`src/rtl/microwave_pkg.sv`:
```
// rtl/microwave_pkg.sv - shared state encoding and BCD constants for the microwave timer
package microwave_pkg;

    typedef enum logic [2:0] {
        ST_IDLE    = 3'd0,
        ST_SETTING = 3'd1,
        ST_COOKING = 3'd2,
        ST_PAUSED  = 3'd3,
        ST_DONE    = 3'd4
    } state_e;

    localparam logic [3:0] BCD_MAX_DIGIT   = 4'd9;
    localparam logic [3:0] SEC_TENS_RELOAD = 4'd5;

    function automatic logic key_is_digit(input logic [3:0] d);
        return d <= BCD_MAX_DIGIT;
    endfunction

endpackage

```
`src/rtl/bcd_countdown.sv`:
```
// rtl/bcd_countdown.sv - combinational one-second decrement of an M:TS time plus zero detect
module bcd_countdown
    import microwave_pkg::*;
(
    input  logic [3:0] i_min,
    input  logic [3:0] i_ten,
    input  logic [3:0] i_sec,
    output logic [3:0] o_min,
    output logic [3:0] o_ten,
    output logic [3:0] o_sec,
    output logic       o_zero
);

    always_comb begin
        o_min  = i_min;
        o_ten  = i_ten;
        o_sec  = i_sec;
        o_zero = ~|{i_min, i_ten, i_sec};
        if (i_sec != 4'd0) begin
            o_sec = i_sec - 4'd1;
        end else if (i_ten != 4'd0) begin
            o_ten = i_ten - 4'd1;
            o_sec = BCD_MAX_DIGIT;
        end else if (i_min != 4'd0) begin
            o_min = i_min - 4'd1;
            o_ten = SEC_TENS_RELOAD;
            o_sec = BCD_MAX_DIGIT;
        end
        // 0:00 maps to itself so the countdown can never wrap
    end

endmodule

```
`src/rtl/microwave_timer_ctrl.sv`:
```
// rtl/microwave_timer_ctrl.sv - keypad entry, 1 s BCD countdown and magnetron/done control
module microwave_timer_ctrl
    import microwave_pkg::*;
#(
    parameter int TICK_DIV = 50000000,
    parameter int CNT_W    = 26
) (
    input  logic       clk,
    input  logic       rst_n,
    input  logic       KeyValid,
    input  logic [3:0] KeyDigit,
    input  logic       Start,
    input  logic       StopClear,
    input  logic       DoorClosed,
    output logic [3:0] Minutes,
    output logic [3:0] TenSec,
    output logic [3:0] Sec,
    output logic       MagOn,
    output logic       Done
);

    localparam logic [CNT_W-1:0] TICK_LAST = CNT_W'(TICK_DIV - 1);

    state_e           r_state, w_state_nxt;
    logic [3:0]       r_min, r_ten, r_sec;
    logic [3:0]       w_min_nxt, w_ten_nxt, w_sec_nxt;
    logic [CNT_W-1:0] r_presc, w_presc_nxt;

    logic [3:0] w_dec_min, w_dec_ten, w_dec_sec;
    logic       w_time_zero, w_dec_zero, w_tick, w_key_ok;

    bcd_countdown u_countdown (
        .i_min  (r_min),
        .i_ten  (r_ten),
        .i_sec  (r_sec),
        .o_min  (w_dec_min),
        .o_ten  (w_dec_ten),
        .o_sec  (w_dec_sec),
        .o_zero (w_time_zero)
    );

    assign w_dec_zero = ~|{w_dec_min, w_dec_ten, w_dec_sec};
    assign w_tick     = (r_presc == TICK_LAST);
    assign w_key_ok   = KeyValid && key_is_digit(KeyDigit);

    always_ff @(posedge clk or negedge rst_n) begin
        if (!rst_n) begin
            r_state <= ST_IDLE;
            r_min   <= 4'd0;
            r_ten   <= 4'd0;
            r_sec   <= 4'd0;
            r_presc <= '0;
        end else begin
            r_state <= w_state_nxt;
            r_min   <= w_min_nxt;
            r_ten   <= w_ten_nxt;
            r_sec   <= w_sec_nxt;
            r_presc <= w_presc_nxt;
        end
    end

    always_comb begin
        w_state_nxt = r_state;
        w_min_nxt   = r_min;
        w_ten_nxt   = r_ten;
        w_sec_nxt   = r_sec;
        w_presc_nxt = r_presc;
        case (r_state)
            ST_IDLE, ST_SETTING: begin
                if (StopClear) begin
                    w_state_nxt = ST_IDLE;
                    w_min_nxt   = 4'd0;
                    w_ten_nxt   = 4'd0;
                    w_sec_nxt   = 4'd0;
                end else if (r_state == ST_SETTING && Start && DoorClosed && !w_time_zero) begin
                    w_state_nxt = ST_COOKING;
                    w_presc_nxt = '0;
                end else if (w_key_ok) begin
                    w_state_nxt = ST_SETTING;
                    w_min_nxt   = r_ten;
                    w_ten_nxt   = r_sec;
                    w_sec_nxt   = KeyDigit;
                end
            end
            ST_COOKING: begin
                // Pausing drops the pending tick and freezes the prescaler where it is
                if (StopClear || !DoorClosed) begin
                    w_state_nxt = ST_PAUSED;
                end else if (w_tick) begin
                    w_presc_nxt = '0;
                    w_min_nxt   = w_dec_min;
                    w_ten_nxt   = w_dec_ten;
                    w_sec_nxt   = w_dec_sec;
                    if (w_dec_zero) begin
                        w_state_nxt = ST_DONE;
                    end
                end else begin
                    w_presc_nxt = r_presc + 1'b1;
                end
            end
            ST_PAUSED: begin
                if (StopClear) begin
                    w_state_nxt = ST_IDLE;
                    w_min_nxt   = 4'd0;
                    w_ten_nxt   = 4'd0;
                    w_sec_nxt   = 4'd0;
                end else if (Start && DoorClosed) begin
                    w_state_nxt = ST_COOKING;
                    w_presc_nxt = '0;
                end
            end
            ST_DONE: begin
                if (StopClear || !DoorClosed) begin
                    w_state_nxt = ST_IDLE;
                end
            end
            default: begin
                w_state_nxt = ST_IDLE;
                w_min_nxt   = 4'd0;
                w_ten_nxt   = 4'd0;
                w_sec_nxt   = 4'd0;
                w_presc_nxt = '0;
            end
        endcase
    end

    assign Minutes = r_min;
    assign TenSec  = r_ten;
    assign Sec     = r_sec;
    assign MagOn   = (r_state == ST_COOKING) && DoorClosed;
    assign Done    = (r_state == ST_DONE);

endmodule

```
`config.mk`:
```
export PLATFORM = sky130hd
export DESIGN_NAME = microwave_timer_ctrl
export DESIGN_NICKNAME = d
export VERILOG_FILES = /design/src/rtl/microwave_pkg.sv /design/src/rtl/bcd_countdown.sv /design/src/rtl/microwave_timer_ctrl.sv
export SDC_FILE = /design/constraint.sdc
export NUM_CORES = 1
export LEC_CHECK = 0
export ABC_AREA = 1
export CAP_MARGIN = 10
export CORE_AREA = 3 3 95 97
export CTS_CLUSTER_SIZE = 24
export DETAILED_ROUTE_END_ITERATION = 7
export DIE_AREA = 0 0 98 100
export PLACE_DENSITY_LB_ADDON = 0.05
export SLEW_MARGIN = 40
export SYNTH_ARGS = -nofsm -noshare
export SYNTH_HDL_FRONTEND = slang
export SYNTH_SLANG_ARGS = --single-unit
```
`constraint.sdc`:
```
create_clock -name clk -period 1.7 [get_ports clk]
set_input_delay 0.17 -clock clk [delete_from_list [all_inputs] [get_ports clk]]
set_output_delay 0.17 -clock clk [all_outputs]
set_load 0.1 [all_outputs]
```
Word-level counts from Yosys, hierarchy flattened
Cells that the tools add are included.
- bits in registers: 41
- bits of input ports: 10
- output and inout port bits: 14
- logic and storage cells: 93
- add/subtract/negate cells: 4
- order comparisons: 1
- equality and inequality tests: 19
- muxes and demuxes: 45
- bitwise operators: 1
- reduce and logical (&&, ||, !) cells: 18
- operators by type and width (operator ; number):
    two-way mux 26 bit ; 6
    case mux 26 bit (4 select lines) ; 1
    two-way mux 4 bit ; 25
    case mux 4 bit (4 select lines) ; 3
    two-way mux 3 bit ; 9
    adder 26 x 1 -> 26 bit, second input constant ; 1
    equality test 26 bit, second input constant ; 1
    OR reduction 12 bit ; 2
    != test 3 bit, second input constant ; 5
    != test 2 bit, second input constant ; 7
    case mux 3 bit (4 select lines) ; 1
    AND reduction 6 bit ; 2
    nonzero test 4 bit ; 3
    subtractor 4 x 1 -> 4 bit, second input constant ; 3
    equality test 3 x 2 -> 1 bit, second input constant ; 2
    logical AND 1 bit ; 6
    AND reduction 5 bit ; 1
    less-or-equal comparator 4 bit, second input constant ; 1
    != test 4 bit, second input constant ; 1
    equality test 3 x 1 -> 1 bit, second input constant ; 1
    equality test 3 bit, second input constant ; 1
    logical NOT 3 bit ; 1
    != test 2 x 1 -> 1 bit, second input constant ; 1
    OR reduction 2 bit ; 1
    3 further kinds ; 3

Longest topological paths before layout
- word-level depth: 9
- depth in mapped cells: 15
- depth with buffers taken out: 14

Hierarchy
A second synthesis with hierarchy kept.
- cell total of the unflattened synthesis: 494
- area, all modules: 3123.0 sq um
- by module, submodules not included (module ; times used ; cells each ; area each (sq um) ; seq. area each (sq um)):
    microwave_timer_ctrl ; 1 ; 426 ; 2743.9 ; 1026.0
    bcd_countdown ; 1 ; 68 ; 379.1 ; 0.0

Least setup slack after synthesis
No wires, ideal clock.
- path kind: flip-flop to flip-flop
- start: reg r_state[1]
- end: reg r_presc[0]
- library setup time: 119 ps
- data arrival time: 2823 ps
- data required time: 1581 ps
- setup slack: -1242 ps
- stages on the path, launching flop included: 11
- path buffers: 1
- clock period less this slack: 2942 ps
- path through: dfrtp_1 -> inv_1 -> nand2_1 -> nor2_1 -> inv_1 -> nand3_2 -> nor2_4 -> nand2_4 -> inv_4 -> buf_6 -> o21a_1
- elaborated cells on any way between the ends: 17
- those cells by class: eq/ne: 9; mux: 1; bitwise: 1; reduce/logical: 6
- RTL lines (item ; line ; text):
    start, declared ; microwave_timer_ctrl.sv:24 ; state_e r_state, w_state_nxt;
    start signal, assigned ; microwave_timer_ctrl.sv:54 ; r_state <= w_state_nxt;
    equality test 3 bit * ; - ;
    named net Done ; microwave_timer_ctrl.sv:19 ; output logic Done
    inverter 1 bit (no source line) ; - ;
    AND reduction 6 bit (no source line) ; - ;
    end signal, assigned ; microwave_timer_ctrl.sv:58 ; r_presc <= w_presc_nxt;
    end, declared ; microwave_timer_ctrl.sv:27 ; logic [CNT_W-1:0] r_presc, w_presc_nxt;
The timed path passes the listed nets; every way through them passes the cells marked *.
A chain may end at the register's enable or synchronous reset.

Worst setup path in the final report
- start: reg r_sec[0], in the netlist Sec[0]
- end: reg r_state[1]
- cells in the longest elaborated chain, start to end: 6
- elaborated cells on any way between the ends: 16
- those cells by class: add/sub: 1; eq/ne: 2; mux: 8; reduce/logical: 5
- RTL lines (item ; line ; text):
    start, declared ; microwave_timer_ctrl.sv:25 ; logic [3:0] r_min, r_ten, r_sec;
    start signal, assigned ; microwave_timer_ctrl.sv:57 ; r_sec <= w_sec_nxt;
    parallel branches: the longest is 6 deep, another holds subtractor 4 x 1 -> 4 bit ; - ;
Parallel ways; which one is timed is not known.

==> metrics.md <==
| Metric | Value |
|---|---|
| Clk_lat worst skew | 0.29 ns |
| Worst EP arrival | 2.14 ns |
| CTS tree | built |
| Worst setup EP type | register |
| DRT Wirelength | 11100 µm |
| Startpoint types | register |
| Initial Util | 0.401 |
| Synth-to-layout area growth | 57.1% |
| CP required | 1.89 ns |
| Worst hold path class | primary input to asynchronous set/reset pin |
| Num CTS Buffers | 5 |
| Commonest non-fill, non-tap cell in the layout | buf_4 |
| Status | complete, but fails checks |
| Filler cell count | 746 |
| Max incr delay on CP | 0.49 ns |
| Vias in the first global route | 3761 |
| Initial antenna violation count | 0 |
| Setup violators final | 41 |
| Multi-input gate area | 0.00219 mm² |
| Cell Int Power | 4.20 mW |
| Fin crit share | 1.15 |
| Most frequent cells in the layout | buf_4 (121), nand2_1 (117), nand3_1 (45) |
| Cell Chain, Critical Path | inv_4, ha_4, nand2_4, nor2_4, buf_6, nand3_1, nand3_2, nand2_1, inv_1, nand2_1, nor2_2, nand3_2, nand3_1, nand2_1 |
| Synth warnings | 0 |
| Average wire per standard cell | 14.9 µm |
| H-tree levels | 2 |
| GR Overflow Total | 0 |
| PortBufs | 23 |
| Die Wd | 98 µm |
| Rows | 33 |
| Max-slew violation count | 0 |
| Crit path top cell by count | nand2_1 |
| Clk_skew | 0.00671 ns |
| Sequential group share of total power | 0.155 |
| Design Area, Final | 0.00518 mm² |
| Switching part of the total | 0.486 |
| RSZ-0062 raised after global routing | true |
| Kind of critical path | register to register |
| IO Count | 24 |
| CP Max Fanout | 6 |
| Final Worst Setup Slack | -0.247 ns |
| Slowest-stage cell, CP | dfrtp_4 |
| Net Count, Synth | 501 |
| Clock transition at path regs | 0.08 ns |
| Lkg Pwr | 2.39 nW |
| Total power per unit cell area | 1580 mW/mm² |
| Post-Synth Adder-Cell Area | 0.0190 |
| GP Congestion | 0.996 |
| Final hold vios | 0 |
| Total number of vias | 3776 |
| Mux share of post-synthesis cell area | 0 |
| Post-Place Worst Slack | -0.266 ns |
| Register bit total from synthesis | 41 |
| Die area | 0.00980 mm² |
| Seq. cell area | 0.00106 mm² |
| Max-cap violation count | 0 |
| Gate power share | 0.762 |
| Final min period | 1.95 ns |
| Clk pwr share | 0.083 |
| Top cells by area, synth | dfrtp_1 (31%), nand2_1 (14%), nand3_1 (8.5%) |
| GRT Util Overall | 0.225 |
| Die height | 100 µm |
| EDFF count, synth | 0 |
| Post-Synthesis Cell Area | 0.00330 mm² |
| Primary FF master, synth | dfrtp_1 |
| Via-to-Cell Ratio | 5.08 |
| ANT cells | 0 |
| FFs w/ async S/R, synth | 1.00 |
| Ratio of cells with drive above 1 in the final layout | 0.408 |
| Slew @ Worst Pin | 0.436 ns |
| CORE AREA | 0.00822 mm² |
| Compound-Gate Fraction of Synth Area | 0.109 |
| Synth Area in XOR/XNOR | 0.0398 |
| Yosys cell types | 34 |
| Post-DP Area | 0.00483 mm² |
| Main combinational cell family by area after synthesis | simple AND/OR/NAND/NOR gates |
| DP HPWL | 8490 µm |
| Syn avg cell area | 6.78 µm² |
| Violated checks | setup timing |
| Clock buffer depth | 2 |
| CTS Sinks | 41 |
| Initial DRC count | 138 |
| Synth top area share | 0.311 |
| Synthesized instance count | 486 |
| Pre-antenna DRT Iters | 5 |
| Synth Area in Simple Gates | 0.429 |
| Slew HR | 0.710 |
| Maximum vdd drop | 0.590 mV |
| Sw power | 3.97 mW |
| Nets | 653 |
| Reg2reg setup slack | -0.25 ns |
| Post-synth top area cell | dfrtp_1 |
| Global-route wire length before repair | 18000 µm |
| Setup TNS Final | -5.24 ns |
| Maximum clock rate | 0.514 GHz |
| DRC errors left | 0 |
| Sequential-to-total area share from yosys stat | 0.311 |
| ANT nets after route | 0 |
| Largest net degree at the start of global routing | 27 |
| Root Buffer | clkbuf_8 |
worst max-delay path, delay by kind of cell (launching register included):
family | cells | cell delay (ns)
and+or+nand+nor | 10 | 0.94
DFF | 1 | 0.49
buffers and inverters | 3 | 0.27
adders and majority gates | 1 | 0.15
synth_stat cells, types with 2 or more instances:
library cell and instances:
nand2_2 11, nor3_2 2, o21ai_0 6, clkbuf_1 3, inv_1 50, nand4_1 17
nand3_2 5, inv_2 7, dfrtp_1 41, buf_2 3, nor2_2 5, nand2_1 126
nor2_1 48, o21ai_1 14, or2_2 2, xor2_1 11, a21oi_1 7, o21ai_2 11
o21a_1 2, nor2_4 5, nand3_1 56, nor3_1 19, ha_1 5, o22ai_1 10
o31ai_1 4, xnor2_1 4, buf_6 5
kinds of logic (layout without fill, tap and decap cells):
family / Yosys count / count (layout)
buf+inv: 69 / 222
fa+ha+maj: 5 / 5
simple gates: 300 / 300
xor+xnor: 15 / 15
flops: 41 / 41
compound gates: 56 / 56
cell type report:
cell class                 count  share of cell area
inverter                      58              0.0459
sequential                    41               0.204
timing repair buffer         156               0.286
multi-input combinational    376               0.422
tap                          105              0.0254
clock buffer                   8              0.0174
per-stage QoR:
stage	hold WS (ns)	total power [mW]	std cells	util
2_1_floorplan	-0.126	4.56	486	-
3_3_place_gp	0.138	6.78	727	0.588
3_5_place_dp	0.133	6.82	727	0.588
4_1_cts	0.349	7.58	736	0.603
5_1_grt	0.371	8.73	744	0.630
6_report	0.341	8.17	744	0.630
metal layers:
layer | wire [µm] | global-route usage | vias to the layer above
li1 | - | - | 1914
met1 | 4660 | 0.268 | 1761
met2 | 5750 | 0.421 | 81
met3 | 369 | 0.0250 | 20
met4 | 282 | 0.0724 | 0
met5 | 0 | 0 | -
final timing paths:
path | cells past startpoint | end | start
worst max-delay path | 14 | r_state[1]$_DFFE_PN0P_ | Sec[0]$_DFFE_PN0P_
worst min-delay path | 2 | TenSec[0]$_DFFE_PN0P_ | rst_n
worst max register to register | 14 | r_state[1]$_DFFE_PN0P_ | Sec[0]$_DFFE_PN0P_
worst min register to register | 2 | r_state[1]$_DFFE_PN0P_ | r_state[1]$_DFFE_PN0P_
max in group asynchronous | 3 | Sec[1]$_DFFE_PN0P_ | rst_n
min in group clk | 2 | r_state[1]$_DFFE_PN0P_ | r_state[1]$_DFFE_PN0P_
sequential cells by signal, indices dropped and copies added (netlist names):
| register | cells |
|---|---|
| Minutes | 4 |
| TenSec | 4 |
| Sec | 4 |
| r_presc | 26 |
| r_state | 3 |
power by group through the flow:
stage	Clock (mW)	Combinational (mW)	Sequential (mW)
final	0.679	6.23	1.27
after global routing	0.755	6.69	1.29
after CTS	0.710	5.60	1.27
after detailed placement	0	5.53	1.29
after global placement	0	5.50	1.28
after floorplan	0	2.52	2.04
what timing repair did:
action                                 CTS  global route
hold buffers                             1             0
setup buffers                            0             4
pin swaps                                1            14
endpoints found under the hold margin   15             0
gates cloned                             0             4
resized for setup                        5            26
setup endpoints to repair               41            43
No activity file was read; power rests on OpenSTA's default activity.
